==> src/rtl/align_samples_pkg.sv <==
// Shared types and helpers for the align_samples front end: controller state
// encoding, shift-width calculation and timestamp-to-word-index conversion.
package align_samples_pkg;

    typedef enum logic [1:0] {
        IDLE = 2'd0,
        CFG  = 2'd1,
        WAIT = 2'd2,
        RUN  = 2'd3
    } state_t;

    function automatic int shift_w(input int spc);
        return $clog2(spc);
    endfunction

    // Timestamps are at most 64 bits wide; the caller truncates to its index width.
    function automatic logic [63:0] word_idx(input logic [63:0] t, input int sw);
        return t >> sw;
    endfunction

endpackage

==> src/rtl/align_samples_ctrl.sv <==
// Timed-capture controller: waits for the radio word holding sample T, configures
// align_samples for the sub-word offset and pushes exactly the words it needs.
module align_samples_ctrl
    import align_samples_pkg::*;
#(
    parameter int SAMP_W = 16,
    parameter int SPC    = 4,
    parameter int USER_W = 8,
    parameter int TIME_W = 64,
    parameter int NUM_W  = 16
) (
    input  logic                                      clk,
    input  logic                                      rst,
    input  logic [TIME_W-1:0]                         s_cmd_time,
    input  logic [NUM_W-1:0]                          s_cmd_num,
    input  logic                                      s_cmd_valid,
    output logic                                      s_cmd_ready,
    input  logic [TIME_W-1:0]                         i_time,
    input  logic [SPC*SAMP_W-1:0]                     i_data,
    input  logic [USER_W-1:0]                         i_user,
    input  logic                                      i_stb,
    output logic [SPC*SAMP_W-1:0]                     o_data,
    output logic [USER_W-1:0]                         o_user,
    output logic                                      o_push,
    output logic                                      o_cfg_en,
    output logic [((SPC > 1) ? $clog2(SPC) : 1)-1:0]  o_shift,
    output logic                                      o_dir,
    output logic                                      o_first,
    output logic                                      o_last,
    output logic                                      o_done,
    output logic                                      o_late
);

    localparam int SW  = shift_w(SPC);
    localparam int OSW = (SW > 0) ? SW : 1;
    localparam int DW  = TIME_W - SW;
    localparam int CW  = NUM_W + 1;
    localparam logic [TIME_W-1:0] LANE_MASK = TIME_W'(SPC - 1);

    state_t              state_r;
    logic [TIME_W-1:0]   t_r;
    logic [CW-1:0]       cnt_r;
    logic                ready_r;
    logic [TIME_W-1:0]   off_s;
    logic [CW-1:0]       words_s;
    logic [DW-1:0]       diff_s;
    logic                match_s;
    logic                late_s;

    // Word-distance comparator; the MSB of the modular difference marks a past start time.
    always_comb begin
        off_s   = s_cmd_time & LANE_MASK;
        words_s = CW'(s_cmd_num) + CW'(off_s != {TIME_W{1'b0}});
        diff_s  = DW'(word_idx(64'(t_r), SW) - word_idx(64'(i_time), SW));
        match_s = (diff_s == {DW{1'b0}});
        late_s  = diff_s[DW-1];
    end

    assign s_cmd_ready = ready_r;

    // Command sequencer with registered strobe outputs; cnt_r counts words still to push.
    always_ff @(posedge clk or posedge rst) begin
        if (rst) begin
            state_r  <= IDLE;
            t_r      <= {TIME_W{1'b0}};
            cnt_r    <= {CW{1'b0}};
            ready_r  <= 1'b0;
            o_data   <= {(SPC*SAMP_W){1'b0}};
            o_user   <= {USER_W{1'b0}};
            o_push   <= 1'b0;
            o_cfg_en <= 1'b0;
            o_shift  <= {OSW{1'b0}};
            o_dir    <= 1'b0;
            o_first  <= 1'b0;
            o_last   <= 1'b0;
            o_done   <= 1'b0;
            o_late   <= 1'b0;
        end else begin
            o_push   <= 1'b0;
            o_cfg_en <= 1'b0;
            o_first  <= 1'b0;
            o_last   <= 1'b0;
            o_done   <= 1'b0;
            o_late   <= 1'b0;
            o_dir    <= 1'b1;
            case (state_r)
                IDLE: begin
                    if (s_cmd_valid && ready_r) begin
                        t_r   <= s_cmd_time;
                        cnt_r <= words_s;
                        if (s_cmd_num == {NUM_W{1'b0}}) begin
                            o_done <= 1'b1;
                        end else begin
                            state_r  <= CFG;
                            ready_r  <= 1'b0;
                            o_cfg_en <= 1'b1;
                            o_shift  <= OSW'(off_s);
                        end
                    end else begin
                        ready_r <= 1'b1;
                    end
                end
                CFG: begin
                    // A push here would coincide with the config cycle, so a hit is as fatal as a miss.
                    if (i_stb && (match_s || late_s)) begin
                        o_late  <= 1'b1;
                        state_r <= IDLE;
                        ready_r <= 1'b1;
                    end else begin
                        state_r <= WAIT;
                    end
                end
                WAIT: begin
                    if (i_stb && match_s) begin
                        o_push  <= 1'b1;
                        o_first <= 1'b1;
                        o_data  <= i_data;
                        o_user  <= i_user;
                        if (cnt_r == CW'(1)) begin
                            o_last  <= 1'b1;
                            o_done  <= 1'b1;
                            state_r <= IDLE;
                            ready_r <= 1'b1;
                        end else begin
                            cnt_r   <= cnt_r - CW'(1);
                            state_r <= RUN;
                        end
                    end else if (i_stb && late_s) begin
                        o_late  <= 1'b1;
                        state_r <= IDLE;
                        ready_r <= 1'b1;
                    end else begin
                        state_r <= WAIT;
                    end
                end
                RUN: begin
                    if (i_stb) begin
                        o_push <= 1'b1;
                        o_data <= i_data;
                        o_user <= i_user;
                        if (cnt_r == CW'(1)) begin
                            o_last  <= 1'b1;
                            o_done  <= 1'b1;
                            state_r <= IDLE;
                            ready_r <= 1'b1;
                        end else begin
                            cnt_r <= cnt_r - CW'(1);
                        end
                    end else begin
                        state_r <= RUN;
                    end
                end
                default: begin
                    state_r <= IDLE;
                    ready_r <= 1'b0;
                end
            endcase
        end
    end

endmodule

==> config.mk <==
export PLATFORM = sky130hd
export DESIGN_NAME = align_samples_ctrl
export DESIGN_NICKNAME = d
export VERILOG_FILES = /design/src/rtl/align_samples_pkg.sv /design/src/rtl/align_samples_ctrl.sv
export SDC_FILE = /design/constraint.sdc
export NUM_CORES = 1
export LEC_CHECK = 0
export ABC_AREA = 1
export BUFFER_PORTS_ARGS = -buffer_cell sky130_fd_sc_hd__buf_2
export CAP_MARGIN = 20
export CELL_PAD_IN_SITES_DETAIL_PLACEMENT = 1
export CELL_PAD_IN_SITES_GLOBAL_PLACEMENT = 1
export CORE_MARGIN = 4
export CORE_UTILIZATION = 38
export DETAILED_ROUTE_END_ITERATION = 12
export PLACE_DENSITY_LB_ADDON = 0.1
export REMOVE_ABC_BUFFERS = 1
export SETUP_SLACK_MARGIN = 0.02
export SLEW_MARGIN = 20
export SYNTH_ARGS = -nofsm -noshare
export SYNTH_HDL_FRONTEND = slang
export SYNTH_SLANG_ARGS = --single-unit
==> constraint.sdc <==
create_clock -name clk -period 6.6 [get_ports clk]
set_clock_uncertainty 0.1 [all_clocks]
set_input_delay 0.66 -clock clk [delete_from_list [all_inputs] [get_ports clk]]
set_output_delay 0.66 -clock clk [all_outputs]
set_load 0.005 [all_outputs]
==> out/results.tsv <==
stage	metric	value	unit
synthesis	mux contribution to synthesized area	0	
timing	unrepaired setup endpoints after global routing	false	
floorplan	num rows	68	
synthesis	Post-Synth Adder-Cell Area	0.0655	
final_layout	most common cell after layout, fill and taps aside	nand2_1	
timing	Slew @ Worst Pin	0.976	ns
run	max-cap viol count	0	
final_layout	final core occ	0.459	
placement	GP Congestion	0.956	
timing	f_max	231	MHz
clocking	Root Buffer	clkbuf_16	
placement	I/O Buffers	299	
final_layout	sequential cell area	0.00408	sq mm
setup_path	CP max-delay cell	nor2_2	
worst_hold_path	Hold Path Depth	3	
placement	HPWL after DPL	41900	um
floorplan	Initial Utilization	0.386	
pwr	Pleak	9.88	nW
route	DR iter-0 viols	711	
synthesis	XOR/XNOR share of the synthesized area	0.0111	
clocking	cts hold-fix bufs	0	
pwr	pwr dens	431	mW/mm^2
clocking	CTS tree	done	
floorplan	Die Ht	196	um
clocking	H-tree level count	4	
timing	Final setup viols	0	
route	routed via count	14700	
pwr	Peak supply drop	0.202	mV
final_layout	layout cells sized above 1	0.145	
setup_path	critical path type	reg2reg	
clocking	cts repair resizes	0	
global_route	GRT Overall Usage	0.266	
setup_path	crit start category	register	
clocking	Post-CTS Setup Bufs	0	
global_route	largest net degree at the start of global routing	105	
synthesis	ys async rst share	1.00	
final_layout	Nets	2829	
synthesis	syn avg cell area	5.92	sq um
floorplan	Placeable Area	0.0346	sq mm
floorplan	Die ar.	0.0382	sq mm
synthesis	Top FF cell, synth	dfrtp_1	
synthesis	register area share after synthesis	0.305	
synthesis	Synthesis Warnings	0	
synthesis	Post-synth EDFFs	0	
synthesis	cell count after synthesis	2256	
route	routed len/inst	17.0	um
final_layout	FILL cells	4947	
setup_path	Setup crit end kind	register	
global_route	first-pass GRT wire length	81600	um
clocking	Max clock buf depth	2	
setup_path	R2R depth	17	
setup_path	largest fanout on the critical path	29	
timing	slew margin rel.	0.349	
timing	Final period util	0.657	
final_layout	Multi-input gate area	0.00753	sq mm
synthesis	Compound-Gate Fraction of Synth Area	0.0536	
route	drt drc	0	
synthesis	number of synthesized register bits	163	
pwr	Total Power	6.85	mW
clocking	clock-pin slew on the worst setup and hold paths	0.08	ns
timing	Final Critical Period	4.33	ns
floorplan	Horiz. Die Dim	196	um
clocking	worst skew pair latency	0.46	ns
setup_path	CP arrival	4.52	ns
global_route	initial antenna violation count	12	
setup_path	worst path cell trace	ha_1, nand2_1, nor2_1, nand2_1, nor2_1, and3_1, nand2_1, nand3_1, nand3_1, nor2_1, nand3_1, nor2_2, nand2_2, nand2_1, nand2_2, nor2_2, o21ai_0	
synthesis	simple-gate share of the synthesized area	0.431	
timing	setup_tns	0	ns
final_layout	fin area	0.0159	sq mm
setup_path	slowest cell delay on critical path	0.76	ns
setup_path	WP data required	6.78	ns
synthesis	main combinational cell family by area after synthesis	simple AND/OR/NAND/NOR gates	
global_route	vias in the first global route	15700	
route	DR pass1 iterations	5	
synthesis	distinct cell type count after synthesis	41	
route	via/cell ratio	4.89	
final_layout	Area Growth Syn to Fin	18.9	%
final_layout	commonest non-fill, non-tap cells in the layout	nand2_1, inv_1, buf_2, nand3_1, dfrtp_1	
global_route	global route overflow	0	
setup_path	Most common cell on crit path	nand2_1	
clocking	clock sink count	163	
route	Total Wirelength	51000	um
outcome	outcome	finished, final reports clean	
timing	Final Hold Vio Count	0	
worst_hold_path	min-delay worst type	in2reg	
placement	Area after DPL	0.0153	sq mm
timing	Final Slew Violations	0	
floorplan	IO Count	302	
route	Post-DRT Antenna Nets	0	
synthesis	Cell Area, Synth	0.0134	sq mm
clocking	CTS buffer count	17	
-- power breakdown --
part | total (mW) | switching, mW | leakage (nW) | internal, mW
Combinational | 4.04 | 2.72 | 7.53 | 1.32
Sequential | 1.71 | 0.266 | 2.05 | 1.44
Clock | 1.10 | 0.507 | 0.300 | 0.594
-- area by class of cell --
cell class	count	share of cell area
multi-input combinational	1641	0.474
sequential	163	0.257
inverter	411	0.0974
clock buffer	20	0.0287
timing repair buffer	305	0.0970
clock inverter	12	0.0102
tap	455	0.0358
antenna	2	0.000315
-- synthesized netlist by cell type, types with 5 or more instances --
cell type / number / area share
xnor2_1: 5 / 0.0033
clkbuf_1: 24 / 0.0067
buf_2: 8 / 0.0030
nor2_1: 162 / 0.045
nor2_2: 10 / 0.0047
nand3b_1: 13 / 0.0073
nand4_1: 20 / 0.0094
a21oi_1: 66 / 0.025
inv_1: 401 / 0.11
o21bai_1: 7 / 0.0039
xor2_1: 12 / 0.0079
nand3_1: 167 / 0.063
buf_6: 9 / 0.0076
ha_1: 70 / 0.066
nand2_1: 1007 / 0.28
dfrtp_1: 163 / 0.31
o21ai_0: 47 / 0.018
inv_2: 6 / 0.0017
nor3_1: 15 / 0.0056
-- metal layers --
| metal | routed length [um] | up-vias | global-route usage |
|---|---|---|---|
| met2 | 24700 | 330 | 0.468 |
| met4 | 970 | 20 | 0.0548 |
| met1 | 22100 | 6884 | 0.327 |
| li1 | - | 7407 | - |
| met5 | 130 | - | 0 |
| met3 | 3120 | 80 | 0.0711 |
-- state kept, by name (all words and copies together), names as in the netlist, 2 cells and up --
register,cells
state_r,2
o_shift,2
t_r,62
o_user,8
o_data,64
cnt_r,17
-- metrics by stage --
step | cells | hold WS (ns) | worst slack, ns
after floorplan | 2215 | 0.346 | 1.44
after global placement | 2975 | 0.349 | 1.99
after detailed placement | 2975 | 0.357 | 1.88
after CTS | 3007 | 0.275 | 2.30
after global routing | 3008 | 0.291 | 1.86
final | 3009 | 0.291 | 2.27
-- worst paths after layout --
path | start | to | slack [ns]
setup / recovery | t_r[29] | cnt_r[0] | 2.27
hold reg to reg | o_data[31] | o_data[31] | 0.37
min in group asynchronous | rst | t_r[33] | 0.32
max in group asynchronous | rst | t_r[61] | 4.69
hold / removal | s_cmd_time[8] | t_r[8] | 0.29
setup reg to reg | t_r[29] | cnt_r[0] | 2.27
-- kinds of logic (layout without fill, tap and decap cells) --
kind of cell,count (synthesis),after routing
other,1,3
adders and majority gates,70,70
buffers and inverters,452,748
xor gates and xnor gates,17,17
and+or+nand+nor,1419,1419
AOI/OAI and AO/OA,134,134
DFF,163,163
-- critical path, delay by kind of cell (launching register included) --
family	cells	cell delay, ns
simple gates	15	2.94
fa+ha+maj	1	0.46
compound gates	1	0.22
flops	1	0.41
Note: power is estimated with default switching activity, not from simulation.
